==> src/rtl/mc_ctrl.sv <==
// rtl/mc_ctrl.sv - multi-cycle MIPS-subset control FSM (optional jal via MC_JAL_EN)
module mc_ctrl (
   input  logic       clk,
   input  logic       rst,
   input  logic [5:0] op,
   input  logic [5:0] funct,
   input  logic       zero,
   output logic       PCWrite,
   output logic [1:0] NPCOp,
   output logic       IRWrite,
   output logic       MemWrite,
   output logic       RegWrite,
   output logic [1:0] RegDst,
   output logic [1:0] WDSel,
   output logic       ALUSrc,
   output logic [1:0] ALUOp,
   output logic [1:0] EXTOp,
   output logic       illegal,
   output logic [3:0] state
);

   typedef enum logic [3:0] {
      S_FETCH  = 4'd0,
      S_DECODE = 4'd1,
      S_MA     = 4'd2,
      S_MR     = 4'd3,
      S_MWB    = 4'd4,
      S_MW     = 4'd5,
      S_EXE    = 4'd6,
      S_AWB    = 4'd7,
      S_BR     = 4'd8,
      S_JMP    = 4'd9
   } state_t;

   state_t cur, nxt;

   logic is_lw, is_sw, is_r, is_addu, is_subu, is_ori, is_lui, is_beq, is_j, is_jal;

   assign is_lw   = (op == 6'b100011);
   assign is_sw   = (op == 6'b101011);
   assign is_r    = (op == 6'b000000);
   assign is_addu = is_r && (funct == 6'b100001);
   assign is_subu = is_r && (funct == 6'b100011);
   assign is_ori  = (op == 6'b001101);
   assign is_lui  = (op == 6'b001111);
   assign is_beq  = (op == 6'b000100);
   assign is_j    = (op == 6'b000010);
`ifdef MC_JAL_EN
   assign is_jal  = (op == 6'b000011);
`else
   // Without jal support the opcode falls through to the unsupported path.
   assign is_jal  = 1'b0;
`endif

   assign state = cur;

   // State register; reset returns to FETCH from anywhere, including mid-instruction.
   always_ff @(posedge clk) begin
      if (rst) cur <= S_FETCH;
      else     cur <= nxt;
   end

   // Next-state and Moore outputs; only BR's PCWrite looks at a live input (zero).
   always_comb begin
      nxt      = S_FETCH;
      PCWrite  = 1'b0;
      NPCOp    = 2'b00;
      IRWrite  = 1'b0;
      MemWrite = 1'b0;
      RegWrite = 1'b0;
      RegDst   = 2'b00;
      WDSel    = 2'b00;
      ALUSrc   = 1'b0;
      ALUOp    = 2'b00;
      EXTOp    = 2'b00;
      illegal  = 1'b0;
      case (cur)
         S_FETCH: begin
            IRWrite = 1'b1;
            PCWrite = 1'b1;
            nxt     = S_DECODE;
         end
         S_DECODE: begin
            if (is_lw || is_sw)                         nxt = S_MA;
            else if (is_addu || is_subu || is_ori || is_lui) nxt = S_EXE;
            else if (is_beq)                            nxt = S_BR;
            else if (is_j || is_jal)                    nxt = S_JMP;
            else begin
               nxt     = S_FETCH;
               illegal = 1'b1;
            end
         end
         S_MA: begin
            ALUSrc = 1'b1;
            EXTOp  = 2'b01;
            nxt    = is_lw ? S_MR : S_MW;
         end
         S_MR: nxt = S_MWB;
         S_MWB: begin
            RegWrite = 1'b1;
            WDSel    = 2'b01;
         end
         S_MW: begin
            MemWrite = 1'b1;
            ALUSrc   = 1'b1;
            EXTOp    = 2'b01;
         end
         S_EXE, S_AWB: begin
            // AWB keeps the EXE datapath selects so the ALU result stays valid.
            if (is_subu) ALUOp = 2'b01;
            if (is_ori) begin
               ALUSrc = 1'b1;
               ALUOp  = 2'b10;
            end
            if (is_lui) begin
               ALUSrc = 1'b1;
               EXTOp  = 2'b10;
               ALUOp  = 2'b10;
            end
            if (cur == S_AWB) begin
               RegWrite = 1'b1;
               RegDst   = is_r ? 2'b01 : 2'b00;
            end else begin
               nxt = S_AWB;
            end
         end
         S_BR: begin
            ALUOp   = 2'b01;
            NPCOp   = 2'b01;
            PCWrite = zero;
         end
         S_JMP: begin
            PCWrite = 1'b1;
            NPCOp   = 2'b10;
            if (is_jal) begin
               // PC was already advanced in FETCH, so it holds the link address.
               RegWrite = 1'b1;
               RegDst   = 2'b10;
               WDSel    = 2'b10;
            end
         end
         default: nxt = S_FETCH;
      endcase
      if (rst) begin
         PCWrite  = 1'b0;
         IRWrite  = 1'b0;
         MemWrite = 1'b0;
         RegWrite = 1'b0;
         illegal  = 1'b0;
      end
   end

endmodule

==> config.mk <==
export PLATFORM = sky130hd
export DESIGN_NAME = mc_ctrl
export DESIGN_NICKNAME = d
export VERILOG_FILES = /design/src/rtl/mc_ctrl.sv
export SDC_FILE = /design/constraint.sdc
export NUM_CORES = 1
export LEC_CHECK = 0
export BUFFER_PORTS_ARGS = -buffer_cell sky130_fd_sc_hd__buf_4
export CAP_MARGIN = 5
export CELL_PAD_IN_SITES_DETAIL_PLACEMENT = 0
export CELL_PAD_IN_SITES_GLOBAL_PLACEMENT = 1
export CORE_UTILIZATION = 23
export CTS_CLUSTER_SIZE = 16
export DETAILED_ROUTE_END_ITERATION = 7
export PLACE_DENSITY = 0.77
export REMOVE_ABC_BUFFERS = 1
export SETUP_SLACK_MARGIN = 0.05
export SYNTH_ARGS = -nofsm -noshare
export SYNTH_HDL_FRONTEND = slang
export SYNTH_SLANG_ARGS = --single-unit
==> constraint.sdc <==
create_clock -name clk -period 1.9 [get_ports clk]
set_clock_uncertainty 0.05 [all_clocks]
set_input_delay 0.19 -clock clk [delete_from_list [all_inputs] [get_ports clk]]
set_output_delay 0.19 -clock clk [all_outputs]
set_load 0.01 [all_outputs]
* Word-level counts from Yosys, hierarchy flattened *
Index checks and enable logic that the tools add are counted.
W data, S select, Z words.

storage, ports and cells
  word-level logic and storage cells = 65
  output and inout port bits = 20
  bits in registers = 4
  input port bits = 15

operators by class
  multiplexer cells = 36
  reductions and logical operators = 11
  equality and inequality tests = 17

operator list
  cell                  count
  $eq A6 B6 Y1 const B  4
  $mux W1               20
  $pmux W4 S5           1
  $eq A4 B3 Y1 const B  4
  $mux W4               4
  $eq A6 B4 Y1 const B  2
  $pmux W2 S2           3
  $eq A4 B2 Y1 const B  2
  $eq A4 B4 Y1 const B  2
  $eq A6 B2 Y1 const B  1
  $eq A6 B3 Y1 const B  1
  $logic_not A6 Y1      1
  $mux W2               3
  $mux W3               2
  $pmux W1 S2           3
  $reduce_or A2 Y1      3
  $eq A4 B1 Y1 const B  1
  $logic_not A4 Y1      1
  $logic_or A1 B1 Y1    4
  $logic_and A1 B1 Y1   2

* Logic depth before layout (Yosys ltp) *
Gate-level depths: netlist of the first run.

  depth after elaboration = 9
  gate-level depth with buffers = 5

* Worst setup path before layout of the first run *
OpenSTA, ideal clock, no wires.

  kind = in2out
  start = input op[0]
  end = output illegal
  arrival time = 1428 ps
  data required time = 1660 ps
  cell stages on the path = 4
  setup slack = 232 ps
  cell sequence = or4_4 -> or3_1 -> o21a_1 -> nor3b_1

between the ends
  cells in the longest elaborated chain, start to end = 9
  elaborated cells on any way between the ends = 19
  classes of those cells = eq/ne: 6; mux: 6; reduce/logical: 7

ends and longest elaborated chain
  element                                        line    text
  start, declared                                5       input logic [5:0] op,
  $logic_not A6 Y1                               41      assign is_r = (op == 6'b000000);
  $logic_and A1 B1 Y1, on equally long branches  42, 43
  $logic_or A1 B1 Y1 (3 in series)               85      else if (is_addu || is_subu || is_ori || is_lui) nxt = S_EXE;
  $mux W1                                        85
  $mux W1 (*)                                    84      if (is_lw || is_sw) nxt = S_MA;
  $mux W1 (*)                                    77      case (cur)
  $mux W1 (*)                                    144     if (rst) begin
  end, declared                                  18      output logic illegal,

Every way passes the cells marked *; elsewhere a longest branch is shown, timed or not.

* Worst setup path after layout of the first run *
Same ends and word-level chain as after synthesis.

==> impl_metrics.json, run 1 <==
{
  "cpPeakStageDelay_ns": 0.52,
  "cp.required_ns": 1.66,
  "cts-htree-levels": 1,
  "drc_errors": 0,
  "port_buffers": 32,
  "syn-instance-count": 63,
  "vias": 585,
  "initialDrtViolationCount": 10,
  "vias_per_cell": 4.76,
  "grt_max_degree": 12,
  "gr-total-overflow": 0,
  "worst_path_max_delay_cell": "or4_4",
  "cp_data_arrival_time_ns": 1.63,
  "path_delay_family": "simple AND/OR/NAND/NOR gates",
  "ys.flop_type": "dfxtp_1",
  "synth.yosys.warnings": 0,
  "clock_latency_ns": 0.23,
  "dieWidth_um": 45.3,
  "fin_setup_tns_ns": 0,
  "path_buf_inv": 2,
  "critical_path_class": "in2out",
  "cts_setup_buffers": 0,
  "clk_pin_slew_ns": 0.04,
  "drt-met1-wl_um": 667,
  "cpMostUsedCell": "buf_4",
  "synthesis.area_um2": 430,
  "setup_ws_ns": 0.0259,
  "layout_common_cells": "36 x buf_4, 7 x nand2_1, 5 x nor2_1",
  "final_common_cell": "buf_4",
  "start_util_pct": 24.7,
  "wl_met3_um": 70,
  "cts_buffer_depth": 2,
  "fmax_ghz": 0.534,
  "synth-seq-cells": 4,
  "yosysSeqAreaShare_pct": 18.6,
  "pin_count": 35,
  "routed_wl_um": 1440,
  "hp-class": "in2reg",
  "final_antenna_net_count": 0,
  "hold_buffers": 0,
  "antenna_cells": 0,
  "cts-root-buf": "clkbuf_4",
  "crit_path_max_fanout": 3,
  "drive_gt1_share_pct": 48.0,
  "fin_crit_ns": 1.87,
  "vdd_drop_max_mv": 0.201,
  "worstSetupEndpointType": "output pin",
  "path_cells": "buf_4 > or4_4 > or3_4 > o21a_1 > nor3b_1 > buf_4",
  "finalHoldViolCount": 0,
  "grt_pass1_vias": 532,
  "async_flop_share_pct": 0,
  "largest_reg_flops": 4,
  "maxSlewViolCount": 0,
  "pre_cts_slack_ns": 0.00906,
  "grt_setup_unrepaired": "true",
  "wire_per_inst_um": 11.7,
  "dr_wl_met2_um": 701,
  "std_cell_rows": 15,
  "core_area_um2": 1750,
  "worstSetupStartpointType": "primary input",
  "power.density_nw_per_um2": 372,
  "cts_sinks": 4,
  "maxCapViolCount": 0,
  "status": "finished clean",
  "cts_tree": "yes",
  "fin_nets": 115,
  "die_h_um": 45.3,
  "finalCritPeriodShare_pct": 98.6,
  "fp.dieArea_um2": 2050,
  "grt_use_total_pct": 15.8,
  "grt_pass1_wl_um": 2360,
  "antenna_found_initial": 0,
  "setup_viol": 0,
  "numCtsBuffers": 3,
  "dr.max_layer_used": "met3",
  "synth_edf_count": 0,
  "routabilityCongestion": 0.714,
  "syn_area_per_cell_um2": 6.83,
  "syn_to_final_growth_pct": 72.4,
  "p_leak_nw": 0.343,
  "dpl.hpwl_um": 1180,
  "firstDrtPassIters": 4,
  "synth.distinct_cells": 32
}
routing by layer:
metal | vias to the layer above | track usage [%]
li1 | 298 | -
met1 | 265 | 18.5
met2 | 22 | 27.5
met3 | 0 | 7.60
met4 | 0 | 0
met5 | - | 0
Yosys cell counts, types with 2 or more instances:
master | number | area (um2)
nand2_1 | 7 | 26.3
nor2_1 | 5 | 18.8
dfxtp_1 | 4 | 80.1
nor4_1 | 4 | 25.0
clkbuf_1 | 3 | 11.3
inv_1 | 3 | 11.3
nor3_1 | 3 | 15.0
a21oi_1 | 2 | 10.0
and2_1 | 2 | 12.5
buf_4 | 2 | 15.0
nand3_1 | 2 | 10.0
nand4_1 | 2 | 12.5
nor2b_1 | 2 | 12.5
nor3b_1 | 2 | 15.0
or2_2 | 2 | 12.5
or3_1 | 2 | 12.5
worst paths after layout:
kind,startpoint,cells after the start,endpoint,slack (ns)
max,op[0],6,illegal,0.03
min,rst,3,state[1]$_SDFF_PP0_,0.22
max reg2reg,state[1]$_SDFF_PP0_,2,state[0]$_SDFF_PP0_,0.62
min reg2reg,state[1]$_SDFF_PP0_,2,state[2]$_SDFF_PP0_,0.51
logic make-up after synthesis:
group	count (synthesis)	share of synthesized area, %
AO/OA/AOI/OAI	10	18.6
XOR/XNOR	1	2.04
buffers and inverters	8	8.72
flip-flops	4	18.6
other	1	0.871
AND/OR/NAND/NOR	39	51.2
through the flow:
stage | utilization [%] | instances | instance area, um2 | total power [mW] | hold slack [ns]
4_1_cts | 42.2 | 123 | 737 | 0.281 | 0.229
6_report | 42.5 | 123 | 742 | 0.276 | 0.224
3_3_place_gp | 40.6 | 120 | 709 | 0.173 | 0.474
5_1_grt | 42.5 | 123 | 742 | 0.302 | 0.234
3_5_place_dp | 40.6 | 120 | 709 | 0.173 | 0.475
2_1_floorplan | - | 59 | 408 | 0.123 | 0.311
repair_timing:
action,in CTS,in global routing
gates resized for setup,1,3
pin swaps,1,0
setup endpoints to repair,2,5
final cells by class:
class,count,area [um2]
Tap cell,25,31.3
Clock buffer,3,22.5
Timing Repair Buffer,36,270
Sequential cell,4,82.6
Fill cell,202,1000
Multi-Input combinational cell,52,324
Inverter,3,11.3
worst min-delay path, cell delays in order:
cell and delay (ns):
buf_4 0.10, or2_2 0.13, a311oi_2 0.04
where the power goes:
part	leakage [nW]	switching, mW	internal (mW)	total, mW
clock network	0.0138	0.0321	0.0705	0.103
registers	0.0336	0.00486	0.0868	0.0917
logic	0.296	0.0360	0.0455	0.0815
Note: power is estimated with default switching activity, not from simulation.
==> run 2: changes to the inputs <==
--- a/config.mk
+++ b/config.mk
@@ -9,10 +9,11 @@
 export CAP_MARGIN = 5
 export CELL_PAD_IN_SITES_DETAIL_PLACEMENT = 0
 export CELL_PAD_IN_SITES_GLOBAL_PLACEMENT = 1
-export CORE_UTILIZATION = 23
+export CORE_UTILIZATION = 26
+export CTS_BUF_LIST = sky130_fd_sc_hd__clkbuf_2 sky130_fd_sc_hd__clkbuf_4 sky130_fd_sc_hd__clkbuf_8
 export CTS_CLUSTER_SIZE = 16
 export DETAILED_ROUTE_END_ITERATION = 7
-export PLACE_DENSITY = 0.77
+export PLACE_DENSITY = 0.86
 export REMOVE_ABC_BUFFERS = 1
 export SETUP_SLACK_MARGIN = 0.05
 export SYNTH_ARGS = -nofsm -noshare
==> constraint.sdc (replaced) <==
create_clock -name clk -period 2.35 [get_ports clk]
set_clock_uncertainty 0.05 [all_clocks]
set_input_delay 0.235 -clock clk [delete_from_list [all_inputs] [get_ports clk]]
set_output_delay 0.235 -clock clk [all_outputs]
set_load 0.01 [all_outputs]
==> impl_metrics.json, run 2 (synthesis gave the netlist of run 1 again) <==
{
  "setup_viol": 0,
  "vdd_drop_max_mv": 0.162,
  "hp-class": "in2reg",
  "power_switching_share_pct": 25.6,
  "cts_sinks": 4,
  "worstReg2RegStart": "state[0]$_SDFF_PP0_",
  "status": "finished clean",
  "pin_count": 35,
  "antenna_found_initial": 0,
  "syn_to_final_growth_pct": 60.5,
  "p_comb_share_pct": 27.2,
  "clkPwrFrac_pct": 37.6,
  "fmax_ghz": 0.491,
  "dieWidth_um": 42.7,
  "grt_use_total_pct": 15.0,
  "drive_gt1_share_pct": 41.5,
  "hold_buffers": 0,
  "finalHoldViolCount": 0,
  "routed_wl_um": 1330,
  "largest_reg_flops": 4,
  "setup_ws_ns": 0.315,
  "initialDrtViolationCount": 6,
  "antenna_cells": 0,
  "final_common_cell": "buf_4",
  "grt_max_degree": 14,
  "numCtsBuffers": 3,
  "fin_setup_tns_ns": 0,
  "fin_crit_ns": 2.04,
  "clock_latency_ns": 0.23,
  "core_area_um2": 1520,
  "routabilityCongestion": 0.786,
  "firstDrtPassIters": 4,
  "cp_data_arrival_time_ns": 1.75,
  "grt_pass1_wl_um": 2130,
  "clk_pin_slew_ns": 0.03,
  "maxSlewViolCount": 0,
  "wire_per_inst_um": 12.1,
  "port_buffers": 32,
  "cts_buffer_depth": 2,
  "placed_area_um2": 668,
  "cts_setup_buffers": 0,
  "worstSetupStartpointType": "primary input",
  "power.density_nw_per_um2": 311,
  "cts_resized": 0,
  "hp-start": "op[5]",
  "worstSetupEndpointType": "output pin",
  "crit_path_max_fanout": 4,
  "grt_setup_unrepaired": "false",
  "finalCritPeriodShare_pct": 86.6,
  "gr-total-overflow": 0,
  "crit_start": "op[0]",
  "vias": 560,
  "power_switching_mw": 0.0551,
  "cts-htree-levels": 1,
  "grt_pass1_vias": 490,
  "cp.required_ns": 2.07,
  "final_antenna_net_count": 0,
  "intPower_mw": 0.160,
  "std_cell_rows": 14,
  "drc_errors": 0,
  "maxCapViolCount": 0,
  "power_frac_seq_pct": 35.2,
  "fin_nets": 111,
  "cts-root-buf": "clkbuf_4",
  "die_h_um": 42.7,
  "critical_path_class": "in2out",
  "cts_tree": "yes",
  "pre_cts_slack_ns": 0.314,
  "dpl.hpwl_um": 1060,
  "final_area_um2": 691,
  "p_leak_nw": 0.321,
  "layout_common_cells": "32 x buf_4, 7 x nand2_1, 5 x nor2_1",
  "start_util_pct": 28.2,
  "fp.dieArea_um2": 1820,
  "vias_per_cell": 5.09
}
==> run 2: cell types whose count changed in the layout (fill, tap and decap cells not counted) <==
cell	previous run	this run
nor2b_2	1	0
buf_4	36	32
dfxtp_2	2	0
dfxtp_1	2	4
nor2b_1	1	2
or3_1	1	2
or3_4	1	0
==> run 2: layout make-up <==
class / instances / area (um2)
flip-flops and latches: 4 / 80.1
inverters: 3 / 11.3
clock buffers: 3 / 22.5
multi-input cells: 52 / 317
fillers: 170 / 833
repair buffers: 32 / 240
well taps: 16 / 20.0
==> run 2: worst paths after layout <==
| kind | endpoint | slack, ns | depth (start not counted) |
|---|---|---|---|
| worst max-delay path | illegal | 0.31 | 6 |
| worst min-delay path | state[3]$_SDFF_PP0_ | 0.26 | 3 |
| worst max register to register | state[2]$_SDFF_PP0_ | 0.93 | 3 |
| worst min register to register | state[2]$_SDFF_PP0_ | 0.60 | 2 |
==> run 2: critical path, stage by stage <==
cell,delay [ns]
buf_4,0.12
or4_4,0.54
or3_1,0.34
o21a_1,0.23
nor3b_1,0.14
buf_4,0.14
==> run 2: power by group through the flow <==
stage | Sequential (mW) | Clock [mW] | Combinational (mW)
floorplan | 0.0759 | 0 | 0.0233
global placement | 0.0768 | 0 | 0.0580
detailed placement | 0.0766 | 0 | 0.0585
CTS | 0.0756 | 0.0861 | 0.0587
global route | 0.0762 | 0.0938 | 0.0635
finish | 0.0757 | 0.0807 | 0.0584
==> run 2: metrics by stage <==
stage	hold slack, ns	power (mW)	std cells	utilization (%)
3_3_place_gp	0.492	0.135	107	43.8
3_5_place_dp	0.499	0.135	107	43.8
6_report	0.263	0.215	110	45.3
4_1_cts	0.256	0.220	110	45.3
2_1_floorplan	0.356	0.0992	59	-
5_1_grt	0.261	0.234	110	45.3
==> run 2: routing by layer <==
metal / share of wire, % / track usage, %
met2: 49 / 24.5
met1: 48 / 19.4
met5: 0 / 0
met4: 0 / 1.88
met3: 2.9 / 5.11
